File: src/rtl/instr_prefetch_if.sv
// Core-fetch and controller-instruction-port bundle for instr_prefetch.
// master = prefetch buffer, slave = core + memory controller side.
interface instr_prefetch_if #(
  parameter int DEPTH = 4
);
  localparam int CW = $clog2(DEPTH) + 1;

  logic          core_req;
  logic [31:0]   core_pc;
  logic [31:0]   core_instr;
  logic          core_valid;
  logic [31:0]   fetch_addr;
  logic [31:0]   fetch_data;
  logic          fetch_ready;
  logic [CW-1:0] pf_count;

  modport master (
    input  core_req, core_pc, fetch_data, fetch_ready,
    output core_instr, core_valid, fetch_addr, pf_count
  );

  modport slave (
    output core_req, core_pc, fetch_data, fetch_ready,
    input  core_instr, core_valid, fetch_addr, pf_count
  );
endinterface

File: src/rtl/instr_prefetch.sv
// Sequential instruction prefetch FIFO: hit served 1 cycle later, one hit per 2 cycles.
// Full FIFO drops fetch pulses without advancing fetch_addr, so the word is refetched.
module instr_prefetch #(
  parameter int          DEPTH    = 4,
  parameter logic [31:0] RESET_PC = 32'h8000_0000
) (
  input  logic              clk,
  input  logic              rst,
  instr_prefetch_if.master  bus
);
  localparam int PW = $clog2(DEPTH);
  localparam int CW = PW + 1;
  localparam logic [CW-1:0] FULL = CW'(DEPTH);

  logic [31:0]   head_pc_q, head_pc_d;
  logic [31:0]   fetch_addr_q, fetch_addr_d;
  logic [CW-1:0] count_q, count_d;
  logic          discard_q, discard_d;
  logic          lock_q, lock_d;
  logic [PW-1:0] rd_ptr_q, rd_ptr_d;
  logic [PW-1:0] wr_ptr_q, wr_ptr_d;
  logic [31:0]   mem_q [DEPTH];
  logic [31:0]   mem_d [DEPTH];
  logic [31:0]   core_instr_q, core_instr_d;
  logic          core_valid_q, core_valid_d;

  logic req_ok, pc_match, redirect, hit, push;

  always_comb begin
    req_ok   = bus.core_req && !lock_q;
    pc_match = (bus.core_pc == head_pc_q);
    redirect = req_ok && !pc_match;
    hit      = req_ok && pc_match && (count_q != '0);
    // A pop frees the slot being written, so a full FIFO still accepts on a hit.
    push     = bus.fetch_ready && !discard_q && !redirect && ((count_q < FULL) || hit);

    head_pc_d    = head_pc_q;
    fetch_addr_d = fetch_addr_q;
    count_d      = count_q;
    discard_d    = discard_q;
    rd_ptr_d     = rd_ptr_q;
    wr_ptr_d     = wr_ptr_q;
    mem_d        = mem_q;

    if (redirect) begin
      head_pc_d    = bus.core_pc;
      fetch_addr_d = bus.core_pc;
      count_d      = '0;
      rd_ptr_d     = '0;
      wr_ptr_d     = '0;
      // A coincident pulse is for the old address; the next fetch already samples the new one.
      discard_d    = !bus.fetch_ready;
    end else begin
      if (bus.fetch_ready && discard_q) begin
        discard_d = 1'b0;
      end
      if (push) begin
        mem_d[wr_ptr_q] = bus.fetch_data;
        wr_ptr_d        = wr_ptr_q + PW'(1);
        fetch_addr_d    = fetch_addr_q + 32'd4;
      end
      if (hit) begin
        head_pc_d = head_pc_q + 32'd4;
        rd_ptr_d  = rd_ptr_q + PW'(1);
      end
      count_d = count_q + CW'(push) - CW'(hit);
    end

    lock_d       = hit;
    core_valid_d = hit;
    core_instr_d = hit ? mem_q[rd_ptr_q] : core_instr_q;
  end

  always_ff @(posedge clk or posedge rst) begin
    if (rst) begin
      head_pc_q    <= RESET_PC;
      fetch_addr_q <= RESET_PC;
      count_q      <= '0;
      discard_q    <= 1'b0;
      lock_q       <= 1'b0;
      rd_ptr_q     <= '0;
      wr_ptr_q     <= '0;
      core_instr_q <= '0;
      core_valid_q <= 1'b0;
      for (int i = 0; i < DEPTH; i++) begin
        mem_q[i] <= '0;
      end
    end else begin
      head_pc_q    <= head_pc_d;
      fetch_addr_q <= fetch_addr_d;
      count_q      <= count_d;
      discard_q    <= discard_d;
      lock_q       <= lock_d;
      rd_ptr_q     <= rd_ptr_d;
      wr_ptr_q     <= wr_ptr_d;
      core_instr_q <= core_instr_d;
      core_valid_q <= core_valid_d;
      mem_q        <= mem_d;
    end
  end

  assign bus.core_instr = core_instr_q;
  assign bus.core_valid = core_valid_q;
  assign bus.fetch_addr = fetch_addr_q;
  assign bus.pf_count   = count_q;
endmodule

File: src/flat_wrapper.sv
// flat-port wrapper written by rule: the top's interface ports become plain ports
module instr_prefetch_flat 
#(
  parameter int          DEPTH    = 4,
  parameter logic [31:0] RESET_PC = 32'h8000_0000
)
  (clk, rst, bus_core_req, bus_core_pc, bus_fetch_data, bus_fetch_ready, bus_core_instr, bus_core_valid, bus_fetch_addr, bus_pf_count);
  instr_prefetch_if #(.DEPTH(DEPTH)) bus_i ();
  input  logic clk;
  input  logic rst;
  input wire logic [$bits(bus_i.core_req)-1:0] bus_core_req;
  input wire logic [$bits(bus_i.core_pc)-1:0] bus_core_pc;
  input wire logic [$bits(bus_i.fetch_data)-1:0] bus_fetch_data;
  input wire logic [$bits(bus_i.fetch_ready)-1:0] bus_fetch_ready;
  output wire logic [$bits(bus_i.core_instr)-1:0] bus_core_instr;
  output wire logic [$bits(bus_i.core_valid)-1:0] bus_core_valid;
  output wire logic [$bits(bus_i.fetch_addr)-1:0] bus_fetch_addr;
  output wire logic [$bits(bus_i.pf_count)-1:0] bus_pf_count;
  assign bus_i.core_req = bus_core_req;
  assign bus_i.core_pc = bus_core_pc;
  assign bus_i.fetch_data = bus_fetch_data;
  assign bus_i.fetch_ready = bus_fetch_ready;
  assign bus_core_instr = bus_i.core_instr;
  assign bus_core_valid = bus_i.core_valid;
  assign bus_fetch_addr = bus_i.fetch_addr;
  assign bus_pf_count = bus_i.pf_count;
  instr_prefetch #(.DEPTH(DEPTH), .RESET_PC(RESET_PC)) u_core (.clk(clk), .rst(rst), .bus(bus_i));
endmodule
File: config.mk
export PLATFORM = sky130hd
export DESIGN_NAME = instr_prefetch_flat
export DESIGN_NICKNAME = d
export VERILOG_FILES = /design/src/rtl/instr_prefetch_if.sv /design/src/rtl/instr_prefetch.sv /design/src/flat_wrapper.sv
export SDC_FILE = /design/constraint.sdc
export NUM_CORES = 1
export LEC_CHECK = 0
export CAP_MARGIN = 20
export CORE_UTILIZATION = 56
export DETAILED_ROUTE_END_ITERATION = 12
export PLACE_DENSITY = 0.8
export SLEW_MARGIN = 20
export SYNTH_ARGS = -nofsm -noshare
export SYNTH_HDL_FRONTEND = slang
export SYNTH_SLANG_ARGS = --single-unit
export TNS_END_PERCENT = 5
File: constraint.sdc
create_clock -name clk -period 8.4 [get_ports clk]
set_input_delay 1.26 -clock clk [delete_from_list [all_inputs] [get_ports clk]]
set_output_delay 1.26 -clock clk [all_outputs]
set_load 0.02 [all_outputs]
== Word level (Yosys, flattened, before mapping) ==
Cells that the tools add are included.

* Div/mod/pow operators: 0
* Shift-type cells: 0
* Muxes and demuxes: 17
* Reduce and logical (&&, ||, !) cells: 20
* Bitwise logic cells: 3
* Equal/unequal tests: 1
* $add $sub $neg: 6
* Order comparisons: 4
* Multipliers: 0

{| class="wikitable"
|+ Operator list
! kind !! count
|-
| two-way mux 32 bit || 7
|-
| bitwise mux 128 bit || 1
|-
| adder 32 x 3 -> 32 bit (second input constant) || 2
|-
| binary-select mux 32 bit (select 2 bit) || 1
|-
| demux 32 bit (select 2 bit) || 1
|-
| == test 32 bit || 1
|-
| logical AND 1 bit || 9
|-
| two-way mux 2 bit || 4
|-
| greater-or-equal comparator 3 bit (second input constant) || 2
|-
| NOT 2 -> 3 bit || 2
|-
| nonzero test 2 bit || 3
|-
| logical NOT 1 bit || 5
|-
| adder 2 x 1 -> 2 bit (second input constant) || 2
|-
| adder 3 x 1 -> 3 bit || 1
|-
| less-than comparator 3 x 1 -> 1 bit (second input constant) || 1
|-
| less-than comparator 3 bit (second input constant) || 1
|-
| two-way mux 3 bit || 1
|-
| nonzero test 3 bit || 1
|-
| subtractor 3 x 1 -> 3 bit || 1
|-
| two-way mux 1 bit || 2
|-
| AND reduction 2 bit || 1
|-
| logical OR 1 bit || 1
|-
| NOT 1 bit || 1
|}

* Bits in latches: 0
* Input port bits: 68
* Flip-flop bits (word level): 233
* Output and inout bits: 68
* Logic and storage cells: 63
* Memory bits (read-only): 0
* RAM bits: 0
* Memories: 0

== Logic depth before layout (Yosys ltp) ==
* Depth in word-level cells: 9
* Depth in mapped cells: 15
* Mapped depth without buffers: 13

== Worst setup path before layout ==
Ideal clock, no wire load.

* Path kind: input port to flip-flop
* Start: input bus_core_pc[14]
* End: register u_core.count_q[2], in the netlist u_core.bus.pf_count[2]
* Cell stages on the path: 14
* Data required time: 8.268 ns
* Setup time: 0.132 ns
* Slack: 4.587 ns
* Path buffers: 1
* Data arrival time: 3.681 ns
* Cells stage by stage: xnor2_1 -> nand4_1 -> nor4_4 -> nand2_1 -> nor2_2 -> buf_4 -> ha_1 -> inv_1 -> ha_1 -> inv_1 -> fa_1 -> xor2_1 -> xnor2_1 -> nor2_1

* Elaborated cells on any way between the ends: 12
* Classes of those cells: add/sub (2); eq/ne (1); mux (1); reduce/logical (8)

{| class="wikitable"
|+ RTL lines
! element !! RTL line !! RTL
|-
| from (decl) || flat_wrapper.sv:12 || <nowiki>input wire logic [$bits(bus_i.core_pc)-1:0] bus_core_pc;</nowiki>
|-
| == test 32 bit (*) || instr_prefetch.sv:31 || <nowiki>pc_match = (bus.core_pc == head_pc_q);</nowiki>
|-
| logical AND 1 bit (*) (2 in series) || instr_prefetch.sv:33 || <nowiki>hit = req_ok && pc_match && (count_q != '0);</nowiki>
|-
| via u_core.core_valid_d || instr_prefetch.sv:25 || <nowiki>logic core_valid_q, core_valid_d;</nowiki>
|-
| logical OR 1 bit || instr_prefetch.sv:35 || <nowiki>push = bus.fetch_ready && !discard_q && !redirect && ((count_q < FULL) || hit);</nowiki>
|-
| logical AND 1 bit || instr_prefetch.sv:35 ||
|-
| adder 3 x 1 -> 3 bit || instr_prefetch.sv:66 || <nowiki>count_d = count_q + CW'(push) - CW'(hit);</nowiki>
|-
| subtractor 3 x 1 -> 3 bit (*) || instr_prefetch.sv:66 ||
|-
| two-way mux 3 bit (*) || instr_prefetch.sv:45 || <nowiki>if (redirect) begin</nowiki>
|-
| via u_core.count_d[2] || instr_prefetch.sv:17 || <nowiki>logic [CW-1:0] count_q, count_d;</nowiki>
|-
| to (signal assigned) || instr_prefetch.sv:91 || <nowiki>count_q <= count_d;</nowiki>
|-
| to (decl) || instr_prefetch.sv:17 ||
|}

Mark *: on every way through the listed nets, which the timed path passes. The rest lies on a longest branch.
A chain may end at the register's enable or synchronous reset.

== Worst setup path after layout ==
* Start: input bus_core_pc[9]
* End: register u_core.count_q[2], in the netlist u_core.bus.pf_count[2]

* Longest elaborated chain between the ends: 9
* Elaborated cells on any way between the ends: 12
* Classes of those cells: add/sub (2); eq/ne (1); mux (1); reduce/logical (8)

{| class="wikitable"
|+ RTL lines
! element !! RTL line !! RTL
|-
| == test 32 bit (*) || instr_prefetch.sv:31 ||
|-
| logical NOT 1 bit || instr_prefetch.sv:32 || <nowiki>redirect = req_ok && !pc_match;</nowiki>
|-
| logical AND 1 bit || instr_prefetch.sv:32 ||
|-
| logical NOT 1 bit || instr_prefetch.sv:35 ||
|-
| logical AND 1 bit (2 in series) || instr_prefetch.sv:35 ||
|-
| adder 3 x 1 -> 3 bit || instr_prefetch.sv:66 ||
|-
| subtractor 3 x 1 -> 3 bit || instr_prefetch.sv:66 ||
|-
| two-way mux 3 bit (*) || instr_prefetch.sv:45 ||
|-
| via u_core.count_d[2] || instr_prefetch.sv:17 ||
|}

Marks and branches as above.

==> results.toml <==
[synthesis]
yosysWarnings = 0
synthMuxAreaShare_pct = 25.08
synth_fa_ha_area_share_pct = 1.046
synth_edf_count = 0
ys_seq_area_share_pct = 50.34
syn_avg_cell_area_um2 = 13.16
netlist_area_um2 = 11490
ys_types = 54
syn-num-nets = 950
synth_compound_area_share_pct = 4.574
synth_xor_area_share_pct = 4.955
async_reset_ff_share_pct = 100.0
synthCells = 873
synth_top_family_by_area = "multiplexers"
synthFlopType = "dfrtp_1"
ys_ff_latch = 231
synthSimpleGateAreaFrac_pct = 10.79

[routing]
routed_wl_um = 25720
drt_drc_violations_left = 0
wl_per_cell_um = 20.07
drtIter0Drc = 477
avgViaCountPerCell = 5.902
ant_nets = 0
first_pass_iters = 5
routed-via-count = 7561

[clocking]
clock-root-buffer = "clkbuf_16"
cts_tree = "done"
post_cts_resized = 0
clkSlewWorstSetupHoldPaths_ns = 0.06
cts.htree.levels = 1
post-cts-setup-buffers = 0
hold_buffers = 0
numCtsBuffers = 24
cts_buffer_depth = 3
clock_latency_ns = 0.52
clock_sinks = 231

[min_path]
min_path_type = "register to register"

[floorplanning]
die-area_um2 = 21090
placeableCoreArea_um2 = 20170
ios = 136
die_w_um = 145.2
rows = 52
die_h_um = 145.2
initial_core_util_pct = 56.96

[final_layout]
final_cell_mix = "dfrtp_1 (227), clkdlybuf4s50_1 (135), mux2_4 (90)"
diodes = 0
drive_gt1_share_pct = 25.22
layout_commonest_cell = "dfrtp_1"
fill_cells = 1430
nets = 1071
syn_to_final_growth_pct = 19.30

[timing]
max_slew_margin_pct = 33.11
tns_ns = 0
slew_viol_final = 0
skew_ns = 0.01177
finalWorstPathRequiredPeriod_ns = 5.192
rsz0062_at_grt = "no"
hold_viol = 0
fin_ws_ns = 3.208
fin_crit_sh_pct = 61.81
worstMarginPinSlew_ns = 1.001
setup_violations = 0
clock.fmax_mhz = 192.6

[setup_path]
crit_path_max_incr_delay_ns = 0.71
cp-end-kind = "register"
path_class = "input pin to register"
cp.required_ns = 8.77
start_kind = "input pin"
arrival_ns = 5.56
critPathBufInv = 4
path_delay_family = "simple AND/OR/NAND/NOR gates"
critPathMaxFanout = 36
cp_slowest_cell = "nand2_1"
crit_chain = "clkdlybuf4s50_1 > xnor2_1 > nand4_1 > nor4_4 > nand2_1 > nor2_4 > buf_4 > ha_1 > inv_1 > ha_1 > inv_1 > fa_1 > xor2_1 > xnor2_1 > nor2_1"

[placement]
pre_cts_slack_ns = 2.727
portBuffers = 135
place.gp.congestion = 0.9256
dpl.hpwl_um = 16430

[global_routing]
grt_pass1_vias = 7866
grt-ovfl-total = 0
antenna_found_initial = 0
grt_max_degree = 118
grt.total_usage_pct = 25.03
grt_pass1_wl_um = 42080

[outcome]
status = "complete, no violations"

[power]
p_leak_uw = 0.005992
power_density_nw_per_um2 = 220.2
ir_drop_mv = 0.2056

[run]
maxCapViolCount = 0
-- cells in the mapped netlist (4+ instances only) --
library cell  instances  area [µm²]
dfrtp_1             229        5731
mux2_4               90        1351
mux4_2               32       720.7
mux2_2               70       788.3
clkbuf_1             15       56.30
nand2_1              64       240.2
a21o_1                4       30.03
nand4_1              27       168.9
buf_2                14       70.07
inv_1                12       45.04
or4_1                 5       37.54
nand3_1              52       260.3
nor3_1                9       45.04
xnor2_1              51       446.7
o21ai_0              25       125.1
and3_1                9       56.30
nor2_1               36       135.1
and4_1                5       43.79
o311ai_0              8       70.07
a221o_1               5       50.05
ha_1                  8       100.1
or3_1                12       75.07
o211ai_1              5       37.54
a21oi_1              17       85.08
xor2_1               14       122.6
buf_4                 5       37.54
buf_6                13       146.4
-- layout make-up --
class	instances	area, µm²	share of cell area [%]
flip-flops and latches	231	5786	42.21
clock inverters	5	25.02	0.1826
repair buffers	145	1426	10.41
well taps	270	337.8	2.465
inverters	12	52.55	0.3834
clock buffers	38	724.4	5.286
multi-input cells	580	5354	39.06
-- where the power goes --
group          switching (µW)  internal [µW]
clock                     428            589
sequential                139           1310
combinational             194            354
total                     761           2260
-- sequential cells by signal, indices dropped and copies added, names as in the netlist --
| signal | flops |
|---|---|
| u_core.bus.fetch_addr | 31 |
| u_core.head_pc_q | 31 |
| u_core.mem_q | 128 |
| u_core.wr_ptr_q | 2 |
| u_core.rd_ptr_q | 2 |
| u_core.discard_q | 1 |
| u_core.bus.core_instr | 32 |
| u_core.lock_q | 1 |
| u_core.bus.pf_count | 3 |
-- through the flow --
step	total power, µW	hold WS (ns)	util [%]	area (µm²)	cells
4_1_cts	3042	0.4925	67.95	13710	1281
3_3_place_gp	1985	0.4663	64.24	12960	1238
3_5_place_dp	2013	0.4799	64.24	12960	1238
2_1_floorplan	1844	0.4533	-	11490	873
5_1_grt	3148	0.5080	67.95	13710	1281
6_report	3018	0.4878	67.95	13710	1281
-- tightest hold or removal path: cells and delay by family, from the launching register on --
kind / cells / cell delay, ns
flops: 1 / 0.33
simple gates: 2 / 0.11
-- path summary, 6_finish.rpt --
path                                                  from                                    end  slack, ns  cells past startpoint
setup / recovery                            bus_core_pc[9]       u_core.bus.pf_count[2]$_DFF_PP0_       3.21                     15
min in group asynchronous                              rst  u_core.bus.fetch_addr[29]$_DFFE_PP0P_       1.31                      2
hold reg to reg               u_core.discard_q$_DFFE_PP0P_           u_core.discard_q$_DFFE_PP0P_       0.49                      2
max in group asynchronous                              rst           u_core.mem_q[38]$_DFFE_PP0P_       5.72                      3
hold / removal                u_core.discard_q$_DFFE_PP0P_           u_core.discard_q$_DFFE_PP0P_       0.49                      2
setup reg to reg           u_core.head_pc_q[9]$_DFFE_PP0P_       u_core.bus.pf_count[2]$_DFF_PP0_       3.96                     14
-- kinds of logic (layout without fill, tap and decap cells) --
group / Yosys count / after routing
flip-flops: 231 / 231
AND/OR/NAND/NOR: 236 / 236
buffers and inverters: 62 / 200
multiplexers: 194 / 194
AO/OA/AOI/OAI: 76 / 76
XOR/XNOR: 65 / 65
adder cells (fa/ha/maj): 9 / 9
-- layer usage --
layer / vias up / track usage [%] / wire, µm
met3: 46 / 3.962 / 1482
met4: 0 / 6.474 / 536
met1: 3843 / 33.77 / 10930
met2: 253 / 42.33 / 12760
met5: - / 0 / 0
li1: 3419 / - / -
Power figures use the tool's default switching activity.
